`src/rtl/ysyx_00000000_axi_pkg.sv`:
```
// Shared types and constants for the ysyx_00000000 AXI read path.
package ysyx_00000000_axi_pkg;

  // Arbiter transaction phases.
  typedef enum logic [1:0] {
    IDLE = 2'd0,
    ADDR = 2'd1,
    DATA = 2'd2,
    RESP = 2'd3
  } arb_state_e;

  localparam logic [1:0] RESP_OKAY   = 2'b00;
  localparam logic [1:0] RESP_SLVERR = 2'b10;
  localparam logic [1:0] RESP_DECERR = 2'b11;

  localparam logic [1:0] BURST_INCR  = 2'b01;

  localparam logic [3:0] ARID_IFU    = 4'h0;
  localparam logic [3:0] ARID_LSU    = 4'h1;

endpackage

```
`src/rtl/ysyx_00000000_rr_pick.sv`:
```
// Two-way round-robin picker: on a tie the port that did not win last time
// is chosen; with a single requester that requester is chosen.
module ysyx_00000000_rr_pick (
  input  logic [1:0] req,
  input  logic       last,
  output logic       grant,
  output logic       any
);

  // Pick the winner from the current requests and the previous winner.
  always_comb begin
    any = |req;
    if (&req) begin
      grant = ~last;
    end else begin
      grant = req[1];
    end
  end

endmodule

```
`src/rtl/ysyx_00000000_rd_arbiter.sv`:
```
// 2:1 read-channel arbiter: IFU (port 0) and LSU (port 1) share one
// single-beat AXI4 read master, one transaction in flight at a time.
// Optional feature: define ARB_TIMEOUT_EN to bound the R-channel wait and
// answer the requester with DECERR when the slave stays silent.
module ysyx_00000000_rd_arbiter
  import ysyx_00000000_axi_pkg::*;
#(
  parameter int unsigned ADDR_W     = 32,
  parameter int unsigned DATA_W     = 32,
  parameter int unsigned TIMEOUT    = 255,
  parameter bit          RESET_LAST = 1'b1
) (
  input  logic              clock,
  input  logic              reset,
  // IFU port
  input  logic              m0_arvalid,
  output logic              m0_arready,
  input  logic [ADDR_W-1:0] m0_araddr,
  input  logic [2:0]        m0_arsize,
  output logic              m0_rvalid,
  input  logic              m0_rready,
  output logic [DATA_W-1:0] m0_rdata,
  output logic [1:0]        m0_rresp,
  // LSU port
  input  logic              m1_arvalid,
  output logic              m1_arready,
  input  logic [ADDR_W-1:0] m1_araddr,
  input  logic [2:0]        m1_arsize,
  output logic              m1_rvalid,
  input  logic              m1_rready,
  output logic [DATA_W-1:0] m1_rdata,
  output logic [1:0]        m1_rresp,
  // Downstream AR
  output logic              s_arvalid,
  input  logic              s_arready,
  output logic [ADDR_W-1:0] s_araddr,
  output logic [2:0]        s_arsize,
  output logic [3:0]        s_arid,
  output logic [7:0]        s_arlen,
  output logic [1:0]        s_arburst,
  // Downstream R
  input  logic              s_rvalid,
  output logic              s_rready,
  input  logic [DATA_W-1:0] s_rdata,
  input  logic [1:0]        s_rresp,
  input  logic              s_rlast,
  input  logic [3:0]        s_rid
);

  if (TIMEOUT < 1 || TIMEOUT > 255) begin : g_timeout_range
    $error("ysyx_00000000_rd_arbiter: TIMEOUT must be within 1..255");
  end

  arb_state_e        state_q, state_d;
  logic              last_q;
  logic              grant_q;
  logic [ADDR_W-1:0] addr_q;
  logic [2:0]        size_q;
  logic [DATA_W-1:0] rdata_q;
  logic [1:0]        rresp_q;
  logic              orphan_q;
  logic              timeout_hit;

  logic pick_grant, pick_any;
  logic idle_open, ar_fire, r_fire, resp_fire;
  logic [1:0] rresp_chk;

  ysyx_00000000_rr_pick u_pick (
    .req   ({m1_arvalid, m0_arvalid}),
    .last  (last_q),
    .grant (pick_grant),
    .any   (pick_any)
  );

  // Requests are only taken in IDLE, never while an abandoned response is
  // still owed, and never while reset is held (arready is combinational).
  assign idle_open  = (state_q == IDLE) && pick_any && !orphan_q && reset;
  assign m0_arready = idle_open && !pick_grant;
  assign m1_arready = idle_open &&  pick_grant;
  assign ar_fire    = (m0_arvalid && m0_arready) || (m1_arvalid && m1_arready);

  assign s_arvalid  = (state_q == ADDR);
  assign s_araddr   = addr_q;
  assign s_arsize   = size_q;
  assign s_arid     = grant_q ? ARID_LSU : ARID_IFU;
  assign s_arlen    = 8'h00;
  assign s_arburst  = BURST_INCR;

  assign s_rready   = (state_q == DATA) || orphan_q;
  assign r_fire     = (state_q == DATA) && s_rvalid;
  // A beat for the wrong ID or without RLAST is a protocol error downstream.
  assign rresp_chk  = ((s_rid == s_arid) && s_rlast) ? s_rresp : RESP_SLVERR;

  assign m0_rvalid  = (state_q == RESP) && !grant_q;
  assign m1_rvalid  = (state_q == RESP) &&  grant_q;
  assign m0_rdata   = rdata_q;
  assign m1_rdata   = rdata_q;
  assign m0_rresp   = rresp_q;
  assign m1_rresp   = rresp_q;
  assign resp_fire  = (state_q == RESP) && (grant_q ? m1_rready : m0_rready);

  // Next-state logic for the four-phase transaction.
  always_comb begin
    // NOTE: default first so every path assigns state_d and no latch is inferred.
    state_d = state_q;
    unique case (state_q)
      IDLE:    if (ar_fire)                 state_d = ADDR;
      ADDR:    if (s_arready)               state_d = DATA;
      DATA:    if (s_rvalid || timeout_hit) state_d = RESP;
      RESP:    if (resp_fire)               state_d = IDLE;
      default:                              state_d = IDLE;
    endcase
  end

  // FSM state register and round-robin history.
  always_ff @(posedge clock or negedge reset) begin
    if (!reset) begin
      state_q <= IDLE;
      last_q  <= RESET_LAST;
    end else begin
      // NOTE: non-blocking assignments so every flop samples pre-edge values.
      state_q <= state_d;
      if (resp_fire) last_q <= grant_q;
    end
  end

  // Per-transaction latches: request fields on accept, response on R beat.
  always_ff @(posedge clock or negedge reset) begin
    if (!reset) begin
      // NOTE: these are a handful of flops, not a storage array, so they are
      // reset to keep the response outputs defined from the first cycle.
      grant_q <= 1'b0;
      addr_q  <= '0;
      size_q  <= '0;
      rdata_q <= '0;
      rresp_q <= RESP_OKAY;
    end else begin
      if (ar_fire) begin
        grant_q <= pick_grant;
        addr_q  <= pick_grant ? m1_araddr : m0_araddr;
        size_q  <= pick_grant ? m1_arsize : m0_arsize;
      end
      if (r_fire) begin
        rdata_q <= s_rdata;
        rresp_q <= rresp_chk;
      end else if (timeout_hit) begin
        rdata_q <= '0;
        rresp_q <= RESP_DECERR;
      end
    end
  end

`ifdef ARB_TIMEOUT_EN
  localparam logic [7:0] TimeoutLast = 8'(TIMEOUT - 1);

  logic [7:0] wait_cnt_q;

  assign timeout_hit = (state_q == DATA) && !s_rvalid && (wait_cnt_q == TimeoutLast);

  // Count silent DATA cycles; remember that the slave still owes one beat
  // after a timeout so that beat is swallowed instead of misrouted.
  always_ff @(posedge clock or negedge reset) begin
    if (!reset) begin
      wait_cnt_q <= '0;
      orphan_q   <= 1'b0;
    end else begin
      if ((state_q == ADDR) && s_arready) begin
        wait_cnt_q <= '0;
      end else if ((state_q == DATA) && !s_rvalid) begin
        wait_cnt_q <= wait_cnt_q + 8'd1;
      end
      if (timeout_hit) begin
        orphan_q <= 1'b1;
      end else if (orphan_q && s_rvalid) begin
        orphan_q <= 1'b0;
      end
    end
  end
`else
  assign timeout_hit = 1'b0;
  assign orphan_q    = 1'b0;
`endif

endmodule
```
`config.mk`:
```
export PLATFORM = sky130hd
export DESIGN_NAME = ysyx_00000000_rd_arbiter
export DESIGN_NICKNAME = d
export VERILOG_FILES = /design/src/rtl/ysyx_00000000_axi_pkg.sv /design/src/rtl/ysyx_00000000_rr_pick.sv /design/src/rtl/ysyx_00000000_rd_arbiter.sv
export SDC_FILE = /design/constraint.sdc
export NUM_CORES = 1
export LEC_CHECK = 0
export ABC_AREA = 1
export CORE_MARGIN = 4
export CORE_UTILIZATION = 34
export DETAILED_ROUTE_END_ITERATION = 6
export GPL_ROUTABILITY_DRIVEN = 0
export PLACE_DENSITY = 0.77
export SLEW_MARGIN = 10
export SYNTH_ARGS = -nofsm -noshare
export SYNTH_HDL_FRONTEND = slang
export SYNTH_SLANG_ARGS = --single-unit
```
`constraint.sdc`:
```
create_clock -name clock -period 1.45 [get_ports clock]
set_input_delay 0.145 -clock clock [delete_from_list [all_inputs] [get_ports clock]]
set_output_delay 0.145 -clock clock [all_outputs]
set_load 0.1 [all_outputs]
```
==> out/metrics.yaml, run 1 <==
worst_setup_path:
  cp.arrival_ns: 1.44
  crit_required_ns: 1.31
  worstPathCellList: "inv_2, ha_4, nand2_4, inv_2, nand2_4, a21oi_4, buf_12"
  crit_path_start: "state_q[1]"
  crit_buf_inv: 3
  criticalPathCategory: "register to primary output"
  cp_slowest_cell: "dfrtp_1"
  path_delay_family: "flip-flops"
  end_kind: "primary output"
  r2r-start: "state_q[1]"
  start_kind: "register"
  slowest_delay_ns: 0.39
  crit_path_max_fanout: 2
logic_synthesis:
  synth_cell_types: 30
  dominantRegCellSynth: "dfrtp_1"
  synth.most_common_cell: "nand2_1"
  synthCells: 441
  synth_area_um2: 3980
  yosys_warnings: 0
  synth_top_area_share_pct: 45.3
  ys_top_cells_by_count: "nand2_1, dfrtp_1, nand3_1"
  synth.avg_cell_area_um2: 9.02
  yosys.area.top_type: "dfrtp_1"
  async_flop_share_pct: 100
  yosysSeqAreaShare_pct: 46.0
  synth_edf_count: 0
  synth_area_leaders: "dfrtp_1, nand2_1, buf_4, nand3_1, o21a_1"
  ys_ff_latch: 73
clock_network:
  clkLatencyLatePin_ns: 0.33
  cts_tree: "yes"
  path_clk_slew_ns: 0.05
  root_buffer: "clkbuf_16"
  cts_buffers: 9
  clock-sinks: 73
  htree_levels: 3
  cts_buffer_depth: 2
global_route:
  grt_max_degree: 74
  use_met2_pct: 32.4
  grt-busiest-layer: "met2"
  grt_pass1_vias: 3966
  grt_use_total_pct: 19.3
  use_met3_pct: 7.56
  overflow: 0
  grt_pass1_wl_um: 20100
  met1_usage_pct: 21.3
  antenna_found_initial: 0
placement:
  io_buffer_count: 226
  hpwlAfterDp_um: 10400
  place_area_um2: 7430
sta:
  finalHoldViolCount: 0
  finalClockSkew_ns: 0.00488
  setup_ws_ns: -0.137
  setup_viol: 37
  maxSlewViolCount: 0
  holdWs_ns: 0.338
  fin_crit_sh_pct: 109
  fin_crit_ns: 1.59
  clock.fmax_ghz: 0.630
  rsz0062_at_grt: "yes"
min_path:
  min_path_type: "input port to register"
  worstHoldStart: "reset"
layout:
  fin_area_um2: 7950
  fillers: 800
  final_layout_size_suffix_gt1_share_pct: 37.4
  final_nets: 777
  area_growth_pct: 99.8
  n_antenna_cell: 0
drt:
  vias: 3888
  antenna_left: 0
  firstDrtPassIters: 4
  drc: 0
  drtIter0Drc: 239
  routed_wl_um: 13400
  vias_per_cell: 4.84
  wire_per_inst_um: 16.7
floorplan:
  die-height_um: 116
  die_w_um: 116
  coreArea_um2: 11400
  die_area_um2: 13500
  core.rowCount: 39
  ios: 240
  initial_utilization_pct: 34.8
outcome:
  violations: "setup timing"
  status: "finished with violations"
job:
  max-cap-violations: 0
-- path summary, 6_finish.rpt --
check                                to  slack [ns]  depth (start not counted)
max                          m0_arready       -0.14                          7
min                             grant_q        0.34                          5
max reg2reg                 s_arsize[0]       -0.06                          9
min reg2reg                      last_q        0.53                          2
max in group asynchronous  m0_rdata[17]        0.63                          3
min in group asynchronous  s_araddr[24]        0.49                          3
-- cells by family after synthesis --
group / after synthesis / share of synthesized area [%]
flops: 73 / 46.0
fa+ha+maj: 5 / 1.57
buf+inv: 86 / 14.9
other cells: 2 / 0.189
xor+xnor: 1 / 0.220
simple gates: 234 / 29.9
compound gates: 40 / 7.30
-- tightest hold or removal path, stage by stage --
cell,delay (ns)
buf_4,0.13
nand2_4,0.07
buf_4,0.11
nor2_4,0.04
o21bai_1,0.13
-- layer usage --
metal | wire length, µm | share of wire [%]
met5 | 0 | 0
met4 | 458 | 3.4
met3 | 1630 | 12
met2 | 6600 | 49
met1 | 4750 | 35
-- layout by cell type (no fill, tap or decap), types with 2 or more instances in the layout --
master,instances
conb_1,13
nand2_1,137
o21a_1,35
buf_12,117
clkdlybuf4s50_1,115
clkbuf_1,3
buf_4,23
inv_1,8
dfrtp_1,38
nand4_1,2
nor2_4,2
inv_2,5
o21ai_1,2
clkbuf_16,12
dfrtp_2,34
bufinv_16,2
nand2_4,14
nand3_2,21
nand3_1,52
ha_4,4
-- stage by stage --
stage / setup TNS, ns / util, % / cells / worst slack [ns]
4_1_cts: -1.16 / 68.6 / 798 / -0.152
6_report: -1.37 / 69.6 / 803 / -0.137
2_1_floorplan: -0.221 / - / 452 / -0.0888
5_1_grt: -4.67 / 69.6 / 803 / -0.206
3_5_place_dp: -1.39 / 65.1 / 778 / -0.0613
3_3_place_gp: -0.424 / 65.1 / 778 / -0.0206
-- sequential cells by signal, indices dropped and copies added, names as in the netlist --
signal	cells
s_arsize	3
s_araddr	32
grant_q	1
state_q	2
m0_rresp	2
last_q	1
m0_rdata	32
-- layout make-up --
class                           count  area (µm²)  share of cell area, %
Tap cell                          143         179                   2.25
Clock inverter                      3        65.1                  0.819
Timing Repair inverter              1        8.76                  0.110
Timing Repair Buffer              262        3800                   47.9
Sequential cell                    73        1870                   23.5
Inverter                           15        71.3                  0.897
Multi-Input combinational cell    293        1700                   21.4
Clock buffer                       13         250                   3.15
-- timing repair --
action                     in CTS  in global routing
buffers inserted                3                  2
setup endpoints to repair       5                 48
cloned                          0                  4
hold buffers                    1                  0
pin swaps                       2                  0
resized for setup               9                  6
hold endpoints to repair       72                  0
Power of run 1 is not shown: default switching activity piles up to over one toggle a cycle in this logic, so the estimate is an artifact.
==> inputs of run 2 (changes only) <==
CTS_CLUSTER_SIZE = 20   (was not set)
PLACE_DENSITY = 0.78   (was 0.77)
SETUP_SLACK_MARGIN = 0.2   (was not set)
SYNTH_HIERARCHICAL = 1   (was not set)
==> out/metrics.yaml, run 2 <==
logic_synthesis:
  yosysSeqAreaShare_pct: 48.0
  synth_cell_types: 25
  synth_area_leaders: "dfrtp_1, nand2_1, buf_4, o211ai_1, or2_2"
  yosys_warnings: 6
  dominantRegCellSynth: "dfrtp_1"
  synth.avg_cell_area_um2: 8.61
  synth_top_area_share_pct: 47.4
  synth_area_um2: 3800
  synth.most_common_cell: "nand2_1"
  synth_edf_count: 0
  ys_top_cells_by_count: "nand2_1, dfrtp_1, buf_4"
  synthCells: 442
  yosys.area.top_type: "dfrtp_1"
  async_flop_share_pct: 100
  ys_ff_latch: 73
sta:
  setup_viol: 78
  worstMarginPinSlew_ns: 0.952
  setup_ws_ns: -0.302
  fin_crit_sh_pct: 121
  finalClockSkew_ns: 0.00778
  fin_crit_ns: 1.75
  holdWs_ns: 0.0779
  finalHoldViolCount: 0
  rsz0062_at_grt: "yes"
  clock.fmax_ghz: 0.571
  maxSlewHeadroom_pct: 36.5
  maxSlewViolCount: 0
worst_setup_path:
  cp.arrival_ns: 1.61
  ff2ff_path_depth: 10
  crit_path_max_fanout: 3
  start_kind: "register"
  crit_required_ns: 1.31
  end_kind: "primary output"
  criticalPathCategory: "register to primary output"
clock_network:
  cts_buffers: 9
  cts_buffer_depth: 2
  root_buffer: "clkbuf_8"
  htree_levels: 3
  clkLatencyLatePin_ns: 0.34
  path_clk_slew_ns: 0.08
  clock-sinks: 73
  cts_tree: "yes"
layout:
  final_nets: 809
  fillers: 624
  layout.area.seq_um2: 1870
  multi_input_area_um2: 2020
  final_cell_mix: "buf_12, clkdlybuf4s50_1, nand2_1, dfrtp_1"
  fin_cells: 832
  n_antenna_cell: 0
  final_layout_size_suffix_gt1_share_pct: 50.9
  final_common_cell: "buf_12"
  area_growth_pct: 126
global_route:
  antenna_found_initial: 0
  overflow: 0
  use_met3_pct: 5.68
  grt_pass1_wl_um: 23600
  grt_max_degree: 74
  grt-busiest-layer: "met2"
  grt_pass1_vias: 4323
  met1_usage_pct: 25.7
  use_met2_pct: 44.0
  grt_use_total_pct: 23.5
job:
  max-cap-violations: 0
floorplan:
  die_w_um: 114
  die_area_um2: 12900
  coreArea_um2: 10900
  core.rowCount: 38
  ios: 240
  die-height_um: 114
  initial_utilization_pct: 34.9
drt:
  drc: 0
  routed_wl_um: 16200
  vias_per_cell: 4.84
  firstDrtPassIters: 4
  antenna_left: 0
  drtIter0Drc: 159
  wire_per_inst_um: 19.5
  vias: 4028
placement:
  dpl.cell_count: 764
  hpwlAfterDp_um: 9820
  io_buffer_count: 226
  dp_slack_ns: -0.502
outcome:
  status: "finished with violations"
  violations: "setup timing"
min_path:
  min_path_type: "input port to async pin"
## run 2: repair_timing
action / CTS / global route
buffers inserted: 25 / 8
endpoints found under the setup margin: 78 / 78
hold buffers: 0 / 0
gates resized for setup: 93 / 50
cloned: 16 / 3
pin swaps: 18 / 9
## run 2: area by class of cell
cell class              instances  share of cell area, %
multi-input cells             301                   23.5
repair buffers                287                   49.6
clock buffers                  10                   1.60
inverters                      15                  0.931
clock inverters                 6                  0.669
flip-flops and latches         73                   21.8
well taps                     140                   2.04
## run 2: per-layer routing
layer	part of all wire, %	vias up
li1	-	1873
met1	36	1920
met2	54	201
met3	7.9	34
met4	2.5	0
met5	0	-
## run 2: cells by family after synthesis
group	synth area share, %
xor gates and xnor gates	0.230
adders and majority gates	1.64
and+or+nand+nor	28.1
other	0.197
DFF	48.0
buffers and inverters	14.4
AOI/OAI and AO/OA	7.43
## run 2: worst paths after layout
| path | startpoint | to | slack (ns) |
|---|---|---|---|
| max | state_q[1] | m1_rvalid | -0.30 |
| min | reset | m0_rdata[11] | 0.08 |
| max reg2reg | state_q[1] | s_araddr[31] | -0.25 |
| min reg2reg | last_q | last_q | 0.52 |
| max in group asynchronous | reset | m0_rdata[26] | 0.72 |
| min in group clock | s_rdata[16] | m0_rdata[16] | 0.34 |
## run 2: metrics by stage
stage	area (µm²)	setup TNS (ns)	utilization, %
6_report	8600	-15.83	79.0
5_1_grt	8600	-21.66	79.0
4_1_cts	8330	-13.60	76.5
3_5_place_dp	7190	-17.95	66.0
3_3_place_gp	7190	-14.21	66.0
2_1_floorplan	4010	-3.44	-
## run 2: critical path: stages, from the launching register on
cell        delay, ns
dfrtp_1          0.40
buf_4            0.14
buf_6            0.10
buf_6            0.12
ha_4             0.18
nand2_4          0.06
clkinvlp_4       0.09
buf_12           0.17
Power of run 2 is left out for the same reason.
==> inputs of run 3 (changes only) <==
CORE_ASPECT_RATIO = 0.75   (was not set)
==> out/metrics.yaml, run 3 (synthesis gave the netlist of run 2 again) <==
min_path:
  min_path_type: "input port to async pin"
worst_setup_path:
  crit_path_start: "state_q[0]"
  r2r-start: "state_q[0]"
  crit_path_max_fanout: 12
  cp.arrival_ns: 1.95
  criticalPathCategory: "register to register"
  start_kind: "register"
  end_kind: "register"
  crit_required_ns: 1.71
floorplan:
  core.rowCount: 33
  coreArea_um2: 10900
  ios: 240
  initial_utilization_pct: 34.8
  die_w_um: 130
  die_area_um2: 13000
  die-height_um: 99.6
placement:
  dp_slack_ns: -0.451
  hpwlAfterDp_um: 10400
  io_buffer_count: 226
sta:
  tns_ns: -12.41
  setup_ws_ns: -0.240
  setup_viol: 77
  clock.fmax_ghz: 0.592
  maxSlewHeadroom_pct: 37.2
  maxSlewViolCount: 0
  fin_crit_sh_pct: 117
  fin_crit_ns: 1.69
  worstMarginPinSlew_ns: 0.942
  finalHoldViolCount: 0
  rsz0062_at_grt: "yes"
  finalClockSkew_ns: 0.00892
layout:
  n_antenna_cell: 0
  final_nets: 786
  final_common_cell: "buf_12"
  fillers: 658
  final_layout_size_suffix_gt1_share_pct: 46.3
  final_cell_mix: "buf_12, clkdlybuf4s50_1, nand2_1, nand3_1, dfrtp_1"
  area_growth_pct: 117
  layout.area.seq_um2: 1870
  multi_input_area_um2: 1750
clock_network:
  root_buffer: "clkbuf_16"
  clkLatencyLatePin_ns: 0.33
  clock-sinks: 73
  cts_buffer_depth: 2
  cts_buffers: 9
  htree_levels: 3
  path_clk_slew_ns: 0.06
  cts_tree: "yes"
drt:
  routed_wl_um: 15400
  drtIter0Drc: 189
  antenna_left: 0
  vias: 4024
  wire_per_inst_um: 19.0
  vias_per_cell: 4.98
  firstDrtPassIters: 6
  drc: 0
outcome:
  violations: "setup timing"
  status: "finished with violations"
global_route:
  grt_pass1_wl_um: 21900
  overflow: 0
  grt_max_degree: 74
  grt_use_total_pct: 21.7
  antenna_found_initial: 0
  grt_pass1_vias: 4222
job:
  max-cap-violations: 0
[run 3: worst max-delay path, stage by stage, from the launching register on]
cell and delay, ns:
dfrtp_1 0.38, inv_2 0.09, ha_4 0.16, nand2_4 0.05, nor2_4 0.11, nand3_1 0.26
nand2_4 0.22, clkbuf_16 0.19, o211ai_1 0.09, nand2_1 0.07
[run 3: repair_timing]
action	in CTS	in global routing
endpoints found under the setup margin	76	79
pin swaps	9	12
hold buffers	0	0
buffers inserted	11	1
gates cloned	5	5
resized for setup	45	51
[run 3: final timing paths]
kind                            cells after the start      endpoint  slack (ns)
worst max-delay path                                9   s_araddr[7]       -0.24
worst min-delay path                                2  m0_rdata[24]        0.09
worst max register to register                      9   s_araddr[7]       -0.24
worst min register to register                      2  m0_rdata[12]        0.56
max in group asynchronous                           2  m0_rdata[13]        0.70
min in group clock                                  3  m0_rdata[20]        0.36
[run 3: stage by stage]
| step | instances | hold WS (ns) | cell area, µm² | util (%) |
|---|---|---|---|---|
| after floorplan | 453 | -0.151 | 4010 | - |
| after global placement | 771 | 0.467 | 7240 | 66.2 |
| after detailed placement | 771 | 0.480 | 7240 | 66.2 |
| after CTS | 802 | 0.128 | 7960 | 72.8 |
| after global routing | 808 | 0.169 | 8250 | 75.4 |
| final | 808 | 0.0901 | 8250 | 75.4 |
[run 3: final cells by class]
cell class                      count  share of cell area [%]
Clock buffer                       10                    2.90
Tap cell                          140                    2.12
Clock inverter                      5                   0.971
Sequential cell                    73                    22.7
Inverter                           15                   0.986
Multi-Input combinational cell    294                    21.2
Timing Repair Buffer              271                    49.1
[run 3: metal layers]
metal	global-route usage (%)	routed length, µm	up-vias
li1	-	-	1804
met1	23.5	5400	1946
met3	7.51	1490	37
met5	0	0	-
met4	6.39	413	0
met2	39.7	8050	237
Power of run 3 is left out for the same reason.
